<file path="config.mk">
export PLATFORM = sky130hd
export DESIGN_NAME = uart_tx_frame_flat
export DESIGN_NICKNAME = d
export VERILOG_FILES = /design/src/rtl/uart_pkg.sv /design/src/rtl/uart_tx_frame_if.sv /design/src/rtl/uart_baud_cnt.sv /design/src/rtl/uart_tx_frame.sv /design/src/flat_wrapper.sv
export SDC_FILE = /design/constraint.sdc
export NUM_CORES = 1
export LEC_CHECK = 0
export CAP_MARGIN = 25
export CORE_ASPECT_RATIO = 0.9
export CORE_MARGIN = 4
export CORE_UTILIZATION = 50
export DETAILED_ROUTE_END_ITERATION = 16
export PLACE_DENSITY_LB_ADDON = 0.05
export SLEW_MARGIN = 0
export SYNTH_ARGS = -nofsm -noshare
export SYNTH_HDL_FRONTEND = slang
export SYNTH_SLANG_ARGS = --single-unit
</file>
<file path="constraint.sdc">
create_clock -name clk -period 5.95 [get_ports clk]
set_input_delay 0.595 -clock clk [delete_from_list [all_inputs] [get_ports clk]]
set_output_delay 0.595 -clock clk [all_outputs]
set_load 0.005 [all_outputs]
</file>
<file path="src/rtl/uart_pkg.sv">
// uart_pkg: shared definitions for the UART transmitter (and receiver) blocks.
//   - parity-mode encodings as carried in the UART control register
//   - frame state encoding
//   - legal DATA_W / RD_LAT bounds
//   - par_enabled(): true when the parity field selects a parity bit
package uart_pkg;

    localparam int unsigned DATA_W_MIN = 5;
    localparam int unsigned DATA_W_MAX = 8;
    localparam int unsigned RD_LAT_MIN = 1;
    localparam int unsigned RD_LAT_MAX = 4;

    typedef enum logic [1:0] {
        PAR_NONE = 2'b00,
        PAR_ODD  = 2'b01,
        PAR_EVEN = 2'b10,
        PAR_RSVD = 2'b11   // behaves as PAR_NONE
    } par_mode_e;

    typedef enum logic [2:0] {
        ST_IDLE   = 3'd0,
        ST_FETCH  = 3'd1,
        ST_START  = 3'd2,
        ST_DATA   = 3'd3,
        ST_PARITY = 3'd4,
        ST_STOP   = 3'd5
    } tx_state_e;

    function automatic logic par_enabled(input logic [1:0] mode);
        return (mode == PAR_ODD) || (mode == PAR_EVEN);
    endfunction

endpackage

</file>
<file path="src/rtl/uart_tx_frame_if.sv">
// uart_tx_frame_if: TX FIFO read port between the AHB UART FIFO and the
// transmitter.
//   data_i  : FIFO read data, valid RD_LAT cycles after re_o
//   empty_i : FIFO empty flag
//   re_o    : FIFO read enable (one-cycle pulse per frame)
// Modports: master = transmitter side, slave = FIFO side.
interface uart_tx_frame_if #(
    parameter int unsigned DATA_W = 8
);
    logic [DATA_W-1:0] data_i;
    logic              empty_i;
    logic              re_o;

    modport master (input data_i, input empty_i, output re_o);
    modport slave  (output data_i, output empty_i, input re_o);
endinterface

</file>
<file path="src/rtl/uart_baud_cnt.sv">
// uart_baud_cnt: bit-period down-counter shared by the UART TX and RX paths.
//   clk, rst_n : clock, asynchronous active-low reset
//   load       : restart the bit period from div
//   div        : clocks per bit minus 1
//   bit_end    : high in the last clock of each bit period
// The counter reloads from div on every bit boundary, so each bit lasts
// exactly div+1 clocks (div=0 gives bit_end every clock).
module uart_baud_cnt #(
    parameter int unsigned DIV_W = 16
) (
    input  logic             clk,
    input  logic             rst_n,
    input  logic             load,
    input  logic [DIV_W-1:0] div,
    output logic             bit_end
);

    logic [DIV_W-1:0] cnt_q, cnt_d;

    always_comb begin
        bit_end = (cnt_q == '0);
        cnt_d   = cnt_q - DIV_W'(1);
        if (load || bit_end) begin
            cnt_d = div;
        end
    end

    always_ff @(posedge clk or negedge rst_n) begin
        if (!rst_n) begin
            cnt_q <= '0;
        end else begin
            cnt_q <= cnt_d;
        end
    end

endmodule

</file>
<file path="src/rtl/uart_tx_frame.sv">
// uart_tx_frame: parametrised UART transmitter. Pops one word per frame from
// the TX FIFO and serialises it LSB first as start / data / [parity] / stop(s).
//   clk, rst_n  : clock, asynchronous active-low reset
//   fifo        : FIFO read port (data_i, empty_i, re_o), master side
//   baud_div_i  : clocks per bit minus 1 (latched per frame)
//   parity_i    : 00 none, 01 odd, 10 even, 11 none (latched per frame)
//   stop2_i     : 0 one stop bit, 1 two stop bits (latched per frame)
//   break_i     : only with UART_TX_BREAK_EN; holds the line low between frames
//   tx          : serial line, registered, idle high
//   busy_o      : from the re_o cycle to the end of the last stop bit
//   done_o      : pulse in the final clock of the last stop bit
// Optional feature macro: UART_TX_BREAK_EN (adds break_i).
module uart_tx_frame
    import uart_pkg::*;
#(
    parameter int unsigned DATA_W = 8,
    parameter int unsigned DIV_W  = 16,
    parameter int unsigned RD_LAT = 2
) (
    input  logic                   clk,
    input  logic                   rst_n,
    uart_tx_frame_if.master        fifo,
    input  logic [DIV_W-1:0]       baud_div_i,
    input  logic [1:0]             parity_i,
    input  logic                   stop2_i,
`ifdef UART_TX_BREAK_EN
    input  logic                   break_i,
`endif
    output logic                   tx,
    output logic                   busy_o,
    output logic                   done_o
);

    if (DATA_W < DATA_W_MIN || DATA_W > DATA_W_MAX ||
        RD_LAT < RD_LAT_MIN || RD_LAT > RD_LAT_MAX) begin : g_param_err
        $error("uart_tx_frame: DATA_W or RD_LAT outside legal range");
    end

    tx_state_e         state_q, state_d;
    logic [DATA_W-1:0] shift_q, shift_d;
    logic [DIV_W-1:0]  div_q, div_d;
    logic [1:0]        mode_q, mode_d;
    logic              stop2_q, stop2_d;
    logic              par_q, par_d;
    logic [2:0]        bit_cnt_q, bit_cnt_d;     // data bit index, then stop bit index
    logic [2:0]        fetch_cnt_q, fetch_cnt_d; // 1..RD_LAT while waiting on FIFO data
    logic              tx_q, tx_d;

    logic              brk;
    logic              re;
    logic              load;
    logic              bit_end;
    logic [DIV_W-1:0]  baud_div;

`ifdef UART_TX_BREAK_EN
    assign brk = break_i;
`else
    assign brk = 1'b0;
`endif

    // break and empty_i only matter in IDLE, so a mid-frame break waits for done_o
    assign re        = (state_q == ST_IDLE) && !fifo.empty_i && !brk;
    assign fifo.re_o = re;

    // The first bit period must use the divider being latched in the same cycle.
    assign baud_div = load ? baud_div_i : div_q;

    uart_baud_cnt #(.DIV_W(DIV_W)) u_baud (
        .clk     (clk),
        .rst_n   (rst_n),
        .load    (load),
        .div     (baud_div),
        .bit_end (bit_end)
    );

    always_ff @(posedge clk or negedge rst_n) begin
        if (!rst_n) begin
            state_q     <= ST_IDLE;
            shift_q     <= '0;
            div_q       <= '0;
            mode_q      <= '0;
            stop2_q     <= 1'b0;
            par_q       <= 1'b0;
            bit_cnt_q   <= '0;
            fetch_cnt_q <= '0;
            tx_q        <= 1'b1;
        end else begin
            state_q     <= state_d;
            shift_q     <= shift_d;
            div_q       <= div_d;
            mode_q      <= mode_d;
            stop2_q     <= stop2_d;
            par_q       <= par_d;
            bit_cnt_q   <= bit_cnt_d;
            fetch_cnt_q <= fetch_cnt_d;
            tx_q        <= tx_d;
        end
    end

    always_comb begin
        state_d     = state_q;
        shift_d     = shift_q;
        div_d       = div_q;
        mode_d      = mode_q;
        stop2_d     = stop2_q;
        par_d       = par_q;
        bit_cnt_d   = bit_cnt_q;
        fetch_cnt_d = fetch_cnt_q;
        load        = 1'b0;
        unique case (state_q)
            ST_IDLE: begin
                if (re) begin
                    state_d     = ST_FETCH;
                    fetch_cnt_d = 3'd1;
                end
            end
            ST_FETCH: begin
                if (fetch_cnt_q == 3'(RD_LAT)) begin
                    shift_d = fifo.data_i;
                    div_d   = baud_div_i;
                    mode_d  = parity_i;
                    stop2_d = stop2_i;
                    par_d   = (parity_i == PAR_ODD);
                    load    = 1'b1;
                    state_d = ST_START;
                end else begin
                    fetch_cnt_d = fetch_cnt_q + 3'd1;
                end
            end
            ST_START: begin
                if (bit_end) begin
                    state_d   = ST_DATA;
                    bit_cnt_d = '0;
                end
            end
            ST_DATA: begin
                if (bit_end) begin
                    par_d   = par_q ^ shift_q[0];
                    shift_d = shift_q >> 1;
                    if (bit_cnt_q == 3'(DATA_W - 1)) begin
                        bit_cnt_d = '0;
                        state_d   = par_enabled(mode_q) ? ST_PARITY : ST_STOP;
                    end else begin
                        bit_cnt_d = bit_cnt_q + 3'd1;
                    end
                end
            end
            ST_PARITY: begin
                if (bit_end) begin
                    state_d = ST_STOP;
                end
            end
            ST_STOP: begin
                if (bit_end) begin
                    if (bit_cnt_q[0] == stop2_q) begin
                        state_d = ST_IDLE;
                    end else begin
                        bit_cnt_d = 3'd1;
                    end
                end
            end
            default: state_d = ST_IDLE;
        endcase
    end

    // tx is registered, so its next value follows the next state: the line
    // changes in the same clock the state does.
    always_comb begin
        busy_o = (state_q != ST_IDLE) || re || brk;
        done_o = (state_q == ST_STOP) && bit_end && (bit_cnt_q[0] == stop2_q);
        tx_d   = 1'b1;
        unique case (state_d)
            ST_IDLE:   tx_d = !brk;
            ST_FETCH:  tx_d = 1'b1;
            ST_START:  tx_d = 1'b0;
            ST_DATA:   tx_d = shift_d[0];
            ST_PARITY: tx_d = par_d;
            ST_STOP:   tx_d = 1'b1;
            default:   tx_d = 1'b1;
        endcase
    end

    assign tx = tx_q;

endmodule

</file>
<file path="src/flat_wrapper.sv">
// flat-port wrapper written by rule: the top's interface ports become plain ports
module uart_tx_frame_flat import uart_pkg::*;
#(
    parameter int unsigned DATA_W = 8,
    parameter int unsigned DIV_W  = 16,
    parameter int unsigned RD_LAT = 2
)
  (clk, rst_n, baud_div_i, parity_i, stop2_i, tx, busy_o, done_o, fifo_data_i, fifo_empty_i, fifo_re_o);
  uart_tx_frame_if #(.DATA_W(DATA_W)) fifo_i ();
  input  logic clk;
  input  logic rst_n;
  input  logic [DIV_W-1:0] baud_div_i;
  input  logic [1:0] parity_i;
  input  logic stop2_i;
  output logic tx;
  output logic busy_o;
  output logic done_o;
  input wire logic [$bits(fifo_i.data_i)-1:0] fifo_data_i;
  input wire logic [$bits(fifo_i.empty_i)-1:0] fifo_empty_i;
  output wire logic [$bits(fifo_i.re_o)-1:0] fifo_re_o;
  assign fifo_i.data_i = fifo_data_i;
  assign fifo_i.empty_i = fifo_empty_i;
  assign fifo_re_o = fifo_i.re_o;
  uart_tx_frame #(.DATA_W(DATA_W), .DIV_W(DIV_W), .RD_LAT(RD_LAT)) u_core (.clk(clk), .rst_n(rst_n), .fifo(fifo_i), .baud_div_i(baud_div_i), .parity_i(parity_i), .stop2_i(stop2_i), .tx(tx), .busy_o(busy_o), .done_o(done_o));
endmodule
</file>
Word level (Yosys, flattened, before mapping)
Index checks and enable logic that the tools add are counted.

operators by class
  reduce and logical (&&, ||, !) cells = 17
  muxes and demuxes = 30
  bitwise operators = 1
  add/subtract/negate cells = 3
  eq/ne operators = 21

operator list
  cell                                                                    count
  3-bit 2-to-1 mux                                                        15
  16-bit 2-to-1 mux                                                       2
  3-bit one-hot mux with 6 select lines                                   1
  16-bit logical NOT                                                      1
  8-bit 2-to-1 mux                                                        2
  8-bit one-hot mux with 2 select lines                                   1
  16-bit by 1-bit subtractor with 16-bit output (second input constant)   1
  3-bit by 2-bit equality test with 1-bit output (second input constant)  5
  3-bit equality test (second input constant)                             4
  2-bit by 1-bit != test with 1-bit output (second input constant)        5
  3-bit one-hot mux with 3 select lines                                   1
  3-bit by 1-bit adder with 3-bit output (second input constant)          2
  3-bit one-hot mux with 2 select lines                                   1
  3-bit AND reduction                                                     2
  3-bit nonzero test                                                      2
  1-bit 2-to-1 mux                                                        5
  5-bit AND reduction                                                     1
  2-bit by 1-bit equality test with 1-bit output (second input constant)  2
  2-bit != test (second input constant)                                   2
  2-bit nonzero test                                                      2
  3-bit by 1-bit equality test with 1-bit output (second input constant)  1
  1-bit logical AND                                                       3
  3-bit logical NOT                                                       1
  1-bit logical OR                                                        3
  7 further kinds                                                         7

storage, ports and cells
  register bits after elaboration = 54
  output and inout bits = 4
  bits of input ports = 30
  logic and storage cells = 83

Depth between registers and ports, before layout
Gate-level depths: netlist of run 1.

  word-level depth = 8
  gate-level depth with buffers = 9
  mapped depth without buffers = 8

By module
Synthesis of run 1 repeated with hierarchy kept, for this count alone.

unflattened totals
  cells, all modules = 287
  area total of the unflattened synthesis = 2685.1 sq um

modules (own cells, without submodules)
  module         instances  cells an instance  area an instance (sq um)  seq. area each (sq um)
  uart_tx_frame  1          195                1765.4                    952.2
  uart_baud_cnt  1          92                 919.6                     400.4

Least setup slack after synthesis of run 1
Ideal clock, no wire load.

  path kind = reg2out
  start = reg u_core.u_baud.cnt_q[0]
  end = out done_o
  path buffers = 0
  cell stages (with the launch flop) = 7
  arrival time = 1.419 ns
  required time = 5.355 ns
  path slack = 3.936 ns
  path through = dfrtp_1 inv_1 ha_1 nor3b_1 and4_1 and3_1 nor2b_1

between the ends
  word-level cells in the longest chain between the ends = 3

RTL lines
  element                          RTL line              text
  start, declared                  uart_baud_cnt.sv:18   logic [DIV_W-1:0] cnt_q, cnt_d;
  start signal, assigned           uart_baud_cnt.sv:32   cnt_q <= cnt_d;
  16-bit logical NOT               uart_baud_cnt.sv:21   bit_end = (cnt_q == '0);
  1-bit logical AND (2 in series)  uart_tx_frame.sv:170  done_o = (state_q == ST_STOP) && bit_end && (bit_cnt_q[0] == stop2_q);
  end, declared                    flat_wrapper.sv:17    output logic done_o;

No other way between the ends.

Worst setup path in the final report of run 1
Ends and elaborated chain as after synthesis.

==> summary.txt, run 1 <==
Status
  – Status: finished clean

Clock network
  – CTS tree: built
  – Worst-path clk slew: 90 ps
  – # hold bufs at CTS: 0
  – Clock Tree Root: clkbuf_8
  – CTS HTree Levels: 2
  – Setup bufs post-CTS: 0
  – Number of gates resized after cts: 0
  – Worst-Skew Late Latency: 300 ps
  – Clk sink count: 54
  – Bufs on Longest Clock Path: 2
  – Num CTS Buffers: 5

Final layout
  – Final core utilization: about three fifths
  – Post-Layout Cell Count: between 300 and 400
  – Filler instances: 439
  – Commonest cells after routing, fill and taps aside: dfrtp_1, clkdlybuf4s50_1, nand2_1
  – Area delta synth->final: 18.9%
  – ANT cells: 0
  – Most common cell after layout, fill and taps aside: dfrtp_1
  – Layout cells sized above 1: 12.8%
  – Final Net Count: around 330

STA
  – Max Slew Vio Count: 0
  – Final Hold Fails: 0
  – Setup Viol. Count Final: 0
  – Post-layout min period: 2990 ps
  – Worst-margin pin slew: 661 ps
  – Max Fclk: 334 MHz
  – Skew final: about 4.9 ps
  – Slew headroom: 55.9%
  – Setup Total Neg Slack: 0 ps
  – Tcrit/Tclk final: around half
  – RSZ-0062 raised after global routing: false

Yosys
  – Synth Instances: around 260
  – Mux contribution to synthesized area: 6.71%
  – XOR/XNOR share of the synthesized area: between 4 and 5%
  – Prevailing post-synth register cell: dfrtp_1
  – #FFs+latches synth: 54
  – Synthesized Nets: roughly 290
  – Netlist cell types: 46
  – Ys Warns: 0
  – EDFF count, synth: 0
  – Part of the Yosys area used for sequential elements: 50.4%
  – Synth Area in Compound Gates: 12.0%
  – Synth async-reset ratio: 100%
  – Syn_area_per_cell: 10.5 um^2
  – Post-synthesis adder-cell area fraction: 3.26%
  – Synthesized cell area: 2680 um^2
  – Largest family of logic cells by synthesized area: simple AND/OR/NAND/NOR gates
  – Simple logic cell fraction of the synthesized area: 19.4%

Die
  – Cell Rows: 25
  – Starting Density: 51.4%
  – Die area: 6610 um^2
  – Core area: 5220 um^2
  – I/O Pins: 34
  – Die Height: 77.5 um
  – Die W: approximately 85 um

Power
  – Combinational share of power: 32.3%
  – VDD IR max: ~0.00023 V
  – Int Pwr: 0.000888 W
  – P_sw: 0.000456 W
  – Total power: 0.00134 W
  – Leak: 1.39 nW
  – Clock share of power: 17.8%
  – Power per cell area: 421 nW/um^2
  – Switch share: 33.9%
  – Sequential share of power: roughly half

Route
  – DR DRC count: 0
  – Wire per inst: 13.8 um
  – Vias: 1927
  – Routed wire length: 4.92 mm
  – Post-route ant nets: 0
  – 1st-iter DRT viols: around 110
  – Vias per Instance: 5.40
  – DRT Pass-1 Iters: 6

Global route
  – Vias in the first global route: 1867
  – GRT overflow: 0
  – Pin count of the biggest net entering global routing: 55
  – Initial antenna violation count: 0
  – GRT Total Usage: around 16%
  – First-pass GRT wire length: 8.43 mm

Critical path
  – CP Class: reg -> out
  – CP Launch Type: flop
  – CP Max Fanout: 5
  – Worst path required time: approximately 5400 ps
  – Worst setup EP type: primary output
  – Worst path arrival time: 2400 ps

Placement
  – Placed Cells incl. Taps: 349
  – Port Buffers: 33
  – Detailed placement HPWL: 3.53 mm
  – RePlAce Congestion: 0.805

Min path
  – Worst Hold Class: in -> async

Job
  – Max_cap viols: 0
[synth_stat cells (2+ instances only)]
cell / count / area, um^2
buf_2: 2 / 10.0
nor2_1: 25 / 93.8
or3_1: 3 / 18.8
nor4_4: 2 / 42.5
nor2b_1: 5 / 31.3
xnor2_1: 10 / 87.6
and3_1: 4 / 25.0
nor3b_1: 2 / 15.0
nand2b_1: 5 / 31.3
nand2_1: 27 / 101
xor2_1: 5 / 43.8
inv_1: 12 / 45.0
mux2_2: 16 / 180
nor3_1: 3 / 15.0
clkbuf_1: 5 / 18.8
nand4_1: 2 / 12.5
o21ai_0: 9 / 45.0
or4_4: 2 / 22.5
dfrtp_1: 53 / 1330
a222oi_1: 6 / 60.1
a21o_1: 2 / 15.0
nor4_1: 4 / 25.0
and2_1: 3 / 18.8
ha_1: 7 / 87.6
a21oi_1: 15 / 75.1
a22o_1: 3 / 26.3
nand3_1: 3 / 15.0
buf_4: 2 / 15.0
[stage by stage]
| step | worst slack [ps] | instance area [um^2] | hold slack, ps |
|---|---|---|---|
| floorplan | 3940 | 2680 | 299 |
| global placement | 3290 | 3070 | 467 |
| detailed placement | 3270 | 3080 | 481 |
| CTS | 2930 | 3190 | 427 |
| global route | 2790 | 3190 | 456 |
| finish | 2960 | 3190 | 387 |
[sequential cells by signal (all words and copies together) (netlist names)]
register             count
u_core.shift_q           8
u_core.fetch_cnt_q       3
u_core.bit_cnt_q         3
u_core.par_q             1
u_core.stop2_q           1
u_core.u_baud.cnt_q     16
u_core.state_q           3
u_core.div_q            16
u_core.tx                1
u_core.mode_q            2
[logic make-up after synthesis]
logic type | Yosys count
adders and majority gates | 7
AOI/OAI and AO/OA | 47
buffers and inverters | 21
DFF | 54
and+or+nand+nor | 95
muxes | 16
xor gates and xnor gates | 15
[worst max-delay path: stages (launching register included)]
cell,delay (ps)
dfrtp_1,410
inv_1,90
ha_1,140
nor3b_1,280
and4_1,350
and3_1,190
nor2b_1,130
clkdlybuf4s50_1,510
[worst paths after layout]
kind	start	to	slack (ps)	depth (start not counted)
worst max-delay path	u_core.u_baud.cnt_q[0]	done_o	2960	7
worst min-delay path	rst_n	u_core.fetch_cnt_q[0]	390	2
worst max register to register	u_core.fetch_cnt_q[0]	u_core.u_baud.cnt_q[2]	3620	9
worst min register to register	u_core.u_baud.cnt_q[0]	u_core.u_baud.cnt_q[0]	490	1
max in group asynchronous	rst_n	u_core.div_q[0]	5110	2
min in group clk	u_core.u_baud.cnt_q[0]	u_core.u_baud.cnt_q[0]	490	1
[layout make-up]
cell class / count / area [um^2] / area share, %
clock buffers: 6 / 72.6 / 2.27
well taps: 67 / 83.8 / 2.63
clock inverters: 2 / 37.5 / 1.18
repair buffers: 36 / 355 / 11.1
flip-flops and latches: 54 / 1350 / 42.4
inverters: 12 / 45.0 / 1.41
multi-input cells: 180 / 1240 / 39.0
[routing by layer]
layer	up-vias	global-route usage, %	routed length, um
li1	970	-	-
met1	901	21.6	2480
met2	51	24.7	2090
met3	5	3.82	300
met4	0	5.70	53
met5	-	0	0
[power groups by stage]
stage / logic (W) / registers, W / clock network, W
2_1_floorplan: 0.000348 / 0.000635 / 0
3_3_place_gp: 0.000427 / 0.000672 / 0
3_5_place_dp: 0.000437 / 0.000678 / 0
4_1_cts: 0.000441 / 0.000670 / 0.000249
5_1_grt: 0.000495 / 0.000695 / 0.000259
6_report: 0.000435 / 0.000670 / 0.000239
Note: power is estimated with default switching activity, not from simulation.
==> run 2: changes to the inputs <==
- clock period: 5.95 -> 3 ns (I/O delays scaled with it)
==> run 2 against run 1 <==
Against the previous run:
- power is 99% higher
- worst hold slack better by 30 ps
- clock skew down 1.3 ps
- via count decreased by 2.1%
- critical path depth unchanged
- cell count up 0.56%
- largest cell class unchanged
- register-to-register slack lost 2800 ps
- die area did not move
- sequential cell count stayed put
- non-clock buffer count up 3
- cell area increased by 0.63%
==> summary.txt, run 2 (synthesis gave the netlist of run 1 again) <==
Status
  – Status: finished clean

Final layout
  – ANT cells: 0 (unchanged)
  – Biggest regs: u_core.div_q: 16 flops, u_core.u_baud.cnt_q: 16 flops, u_core.shift_q: 8 flops
  – Final Net Count: 329 (+0.92%)
  – Most common cell after layout, fill and taps aside: dfrtp_1
  – Commonest cells after routing, fill and taps aside: dfrtp_1, clkdlybuf4s50_1, nand2_1
  – Layout cells sized above 1: 13.4% (+0.60 points)
  – Area delta synth->final: 19.7%
  – Filler instances: 436 (-0.68%)

Route
  – Vias per Instance: 5.25 (-2.7%)
  – Vias: 1886 (-2.1%)
  – DR DRC count: 0 (unchanged)
  – 1st-iter DRT viols: 93 (-15%)
  – Wire per inst: 13.7 um (-0.64%)
  – DRT Pass-1 Iters: 4 (-2)
  – Routed wire length: 4.92 mm (about the same)
  – Post-route ant nets: 0 (unchanged)

Die
  – Die area: 6610 um^2 (unchanged)
  – Cell Rows: 25 (unchanged)
  – Core area: 5220 um^2 (unchanged)
  – Die W: 85.2 um (unchanged)
  – I/O Pins: 34 (unchanged)
  – Starting Density: 51.4% (unchanged)
  – Die Height: 77.5 um (unchanged)

Global route
  – Vias in the first global route: 1818 (-2.6%)
  – Pin count of the biggest net entering global routing: 42 (-24%)
  – Initial antenna violation count: 0 (unchanged)
  – GRT overflow: 0 (unchanged)
  – GRT Total Usage: 16.3% (+0.40 points)
  – First-pass GRT wire length: 8.59 mm (+1.9%)

Min path
  – Worst Hold Class: in -> async

STA
  – Final Hold Fails: 0 (unchanged)
  – Worst-margin pin slew: 514 ps (-148 ps)
  – Worst setup slack after layout: 288 ps (-2670 ps)
  – Setup Viol. Count Final: 0 (unchanged)
  – Hold slack: 417 ps (+29.6 ps)
  – Setup Total Neg Slack: 0 ps (unchanged)
  – Max Fclk: around 370 MHz
  – Slew headroom: 65.7% (+9.8 points)
  – Tcrit/Tclk final: 90.4%
  – RSZ-0062 raised after global routing: false
  – Max Slew Vio Count: 0 (unchanged)
  – Skew final: 3.58 ps (-1.34 ps)
  – Post-layout min period: 2710 ps

Placement
  – Detailed placement HPWL: 3.71 mm (+5.2%)
  – Port Buffers: 33 (unchanged)
  – RePlAce Congestion: 0.836 (+3.8%)
  – Place WS: 610 ps (-2660 ps)

Clock network
  – Setup bufs post-CTS: 0 (unchanged)
  – CTS HTree Levels: 2 (unchanged)
  – Num CTS Buffers: 5 (unchanged)
  – Worst-Skew Late Latency: 300 ps (about the same)
  – Number of gates resized after cts: 0 (unchanged)
  – Bufs on Longest Clock Path: 2 (unchanged)
  – CTS tree: built
  – Clk sink count: 54 (unchanged)
  – # hold bufs at CTS: 1 (+1)
  – Clock Tree Root: clkbuf_8
  – Worst-path clk slew: 90 ps (about the same)

Critical path
  – Crit-path cells: inv_1, ha_1, nor3b_1, and4_1, and3_1, nor2b_1, clkdlybuf4s50_1
  – Worst path arrival time: 2410 ps (about the same)
  – CP Max Fanout: 5 (unchanged)
  – CP delay by family, top: simple AND/OR/NAND/NOR gates
  – Worst setup EP type: primary output
  – CP peak stage delay: 500 ps (about the same)
  – Worst path required time: 2700 ps (-2660 ps)
  – WP buf/inv: 2 (unchanged)
  – CP Class: reg -> out
  – CP Launch Type: flop
  – Slowest CP cell: clkdlybuf4s50_1

Power
  – Int Pwr: 0.00178 W (+100%)
  – Clock share of power: 18.2% (+0.4 points)
  – Sequential share of power: 49.7% (-0.2 points)
  – P_sw: 0.000894 W (+96%)
  – VDD IR max: 0.000403 V (+78%)
  – Combinational share of power: 32.1% (-0.2 points)
  – Power per cell area: 833 nW/um^2 (+98%)
  – Switch share: 33.4% (-0.50 points)
  – Leak: 1.40 nW (+1.2%)

Job
  – Max_cap viols: 0 (unchanged)
==> run 2: cell count changes in the layout (fill, tap and decap cells not counted), sizes merged <==
cell,delta
buf,+2
clkinvlp,-1
dlygate4sd3,+1
==> run 2: worst paths after layout <==
| kind | from | to | slack [ps] | depth (start not counted) |
|---|---|---|---|---|
| setup reg to reg | u_core.u_baud.cnt_q[0] | u_core.tx | 780 | 8 |
| max in group asynchronous | rst_n | u_core.tx | 1770 | 3 |
| hold / removal | rst_n | u_core.fetch_cnt_q[0] | 420 | 2 |
| min in group clk | u_core.bit_cnt_q[1] | u_core.bit_cnt_q[1] | 490 | 2 |
| setup / recovery | u_core.u_baud.cnt_q[0] | done_o | 290 | 7 |
| hold reg to reg | u_core.bit_cnt_q[1] | u_core.bit_cnt_q[1] | 490 | 2 |
==> run 2: cell type report <==
type	instances	area, um^2	area share [%]
clock buffers	6	82.6	2.57
clock inverters	1	30.0	0.935
inverters	12	45.0	1.40
multi-input cells	180	1240	38.8
flip-flops and latches	54	1350	42.1
well taps	67	83.8	2.61
repair buffers	39	373	11.6
==> run 2: power groups by stage <==
stage | registers [W] | logic, W | clock network (W)
2_1_floorplan | 0.00126 | 0.000690 | 0
3_3_place_gp | 0.00133 | 0.000851 | 0
3_5_place_dp | 0.00135 | 0.000865 | 0
4_1_cts | 0.00133 | 0.000875 | 0.000504
5_1_grt | 0.00138 | 0.000994 | 0.000536
6_report | 0.00133 | 0.000860 | 0.000486
==> run 2: metrics by stage <==
step                power, W  instance area [um^2]  instances  utilization (%)
floorplan            0.00195                  2680        255                -
global route         0.00291                  3210        359             61.5
global placement     0.00218                  3090        351             59.1
detailed placement   0.00221                  3090        351             59.1
CTS                  0.00271                  3210        359             61.5
finish               0.00268                  3210        359             61.5
==> run 2: routing by layer <==
| metal | routed length [um] | up-vias | global-route usage (%) |
|---|---|---|---|
| met1 | 2530 | 857 | 23.7 |
| met3 | 276 | 5 | 3.61 |
| met4 | 58 | 0 | 5.22 |
| met2 | 2060 | 42 | 24.1 |
| met5 | 0 | - | 0 |
| li1 | - | 982 | - |
==> run 3: changes to the inputs <==
- CORE_UTILIZATION: 50 -> 55
==> run 3 against run 2 <==
Against the previous run:
- cell area decreased by 0.66%
- cell count decreased by 1.7%
- sequential share of layout area increased by 0.28 points
- via count increased by 4.3%
- power decreased by 0.17%
- combinational power increased by 2.4%
- largest power group unchanged
==> summary.txt, run 3 (synthesis gave the netlist of run 1 again) <==
Status
  – Status: finished clean

STA
  – Max Fclk: 361 MHz (-2.1%)
  – Setup Viol. Count Final: 0 (unchanged)
  – Setup Total Neg Slack: 0 ps (unchanged)
  – Worst setup slack after layout: 230 ps (-57.6 ps)
  – Worst-margin pin slew: 546 ps (+32.2 ps)
  – Hold slack: 496 ps (+79.1 ps)
  – Final Hold Fails: 0 (unchanged)
  – Max Slew Vio Count: 0 (unchanged)
  – Post-layout min period: 2770 ps (+57.6 ps)
  – Slew headroom: 63.6% (-2.1 points)
  – Skew final: 3.86 ps (+0.279 ps)
  – RSZ-0062 raised after global routing: false
  – Tcrit/Tclk final: 92.3% (+1.9 points)

Placement
  – Port Buffers: 33 (unchanged)
  – RePlAce Congestion: 0.824 (-1.4%)
  – Place WS: 585 ps (-24.9 ps)
  – Detailed placement HPWL: 3.78 mm (+1.7%)
  – Placed Cells incl. Taps: 344 (-2.0%)

Route
  – 1st-iter DRT viols: 117 (+26%)
  – DR DRC count: 0 (unchanged)
  – Routed wire length: 5.36 mm (+8.9%)
  – DRT Pass-1 Iters: 6 (+2)
  – Post-route ant nets: 0 (unchanged)
  – Vias: 1967 (+4.3%)
  – Vias per Instance: 5.57 (+6.1%)
  – Wire per inst: 15.2 um (+11%)

Clock network
  – Setup bufs post-CTS: 0 (unchanged)
  – CTS tree: built
  – Worst-path clk slew: 100 ps (about the same)
  – Clk sink count: 54 (unchanged)
  – Num CTS Buffers: 5 (unchanged)
  – Worst-Skew Late Latency: 300 ps (about the same)
  – CTS HTree Levels: 2 (unchanged)
  – Clock Tree Root: clkbuf_8
  – Bufs on Longest Clock Path: 2 (unchanged)

Final layout
  – Final Net Count: 327 (-0.61%)
  – Most common cell after layout, fill and taps aside: dfrtp_1
  – ANT cells: 0 (unchanged)
  – Post-Layout Cell Count: 353 (-1.7%)
  – Area delta synth->final: 18.9%
  – Biggest regs: u_core.div_q: 16 flops, u_core.u_baud.cnt_q: 16 flops, u_core.shift_q: 8 flops
  – Commonest cells after routing, fill and taps aside: dfrtp_1, clkdlybuf4s50_1, nand2_1
  – Layout cells sized above 1: 13.1% (-0.30 points)

Critical path
  – Critical Path End: done_o
  – RR Startpoint: u_core.u_baud.cnt_q[0]
  – Critical R2R Capture: u_core.tx
  – CP Max Fanout: 5 (unchanged)
  – Worst setup EP type: primary output
  – Worst path required time: 2700 ps (about the same)
  – CP Class: reg -> out
  – Reg2reg path depth: 8 (unchanged)
  – R2R setup slack: 730 ps (-50 ps)
  – Worst path arrival time: 2470 ps (+60 ps)
  – Critical path launch point: u_core.u_baud.cnt_q[0]
  – CP Launch Type: flop

Power
  – Power per cell area: 837 nW/um^2 (+0.49%)
  – Leak: 1.40 nW (-0.64%)
  – VDD IR max: 0.000466 V (+16%)
  – Total power: 0.00267 W (-0.17%)

Die
  – Core area: 4580 um^2 (-12%)
  – I/O Pins: 34 (unchanged)
  – Die Height: 74.3 um (-4.2%)
  – Die W: 81.6 um (-4.2%)
  – Starting Density: 58.7% (+7.3 points)
  – Cell Rows: 23 (-8.0%)
  – Die area: 6060 um^2 (-8.2%)

Global route
  – Vias in the first global route: 1867 (+2.7%)
  – First-pass GRT wire length: 8.94 mm (+4.1%)
  – Initial antenna violation count: 0 (unchanged)
  – GRT overflow: 0 (unchanged)
  – GRT Total Usage: 19.2% (+2.9 points)
  – Pin count of the biggest net entering global routing: 33 (-21%)

Min path
  – Worst Hold Class: in -> async

Job
  – Max_cap viols: 0 (unchanged)
run 3: how the worst min path moves through the flow:
stage                   startpoint               endpoint  slack, ps
2_1_floorplan                rst_n    u_core.bit_cnt_q[0]          4
3_3_place_gp                 rst_n  u_core.fetch_cnt_q[0]        320
3_5_place_dp                 rst_n  u_core.fetch_cnt_q[0]        320
4_1_cts          u_core.shift_q[6]      u_core.shift_q[5]        500
5_1_grt        u_core.bit_cnt_q[1]    u_core.bit_cnt_q[1]        520
6_report                     rst_n  u_core.fetch_cnt_q[0]        500
run 3: power breakdown:
group	leakage, nW	total [W]	internal [W]	switching (W)
clock	0.0544	0.000448	0.000212	0.000236
combinational	0.669	0.000881	0.000471	0.000410
sequential	0.672	0.00134	0.00105	0.000298
run 3: worst max-delay path, stage by stage (launching register included):
cell and delay [ps]:
dfrtp_1 420, inv_1 90, ha_1 160, nor3b_1 290
and4_1 370, and3_1 200, nor2b_1 120, clkdlybuf4s50_1 510
run 3: final cells by class:
cell class	count	area, um^2
repair buffers	37	365
multi-input cells	180	1240
flip-flops and latches	54	1350
well taps	62	77.6
fillers	370	1390
clock buffers	7	96.3
clock inverters	1	8.76
inverters	12	45.0
run 3: per-stage QoR:
step,utilization (%),cell area [um^2]
finish,69.7,3190
global route,69.7,3190
CTS,69.7,3190
detailed placement,67.2,3080
global placement,66.9,3060
floorplan,-,2680
run 3: layer usage:
layer  part of all wire, %  GRT usage [%]  vias up
met3                   4.6           3.63        7
met1                    49           27.3      940
met4                   1.1           4.98        0
met5                     0              0        -
met2                    45           30.6       47
li1                      -              -      973
run 3: timing repair:
item	4_1_cts	5_1_grt
endpoints found under the hold margin	22	0
resized for setup	0	0
hold buffers	1	0
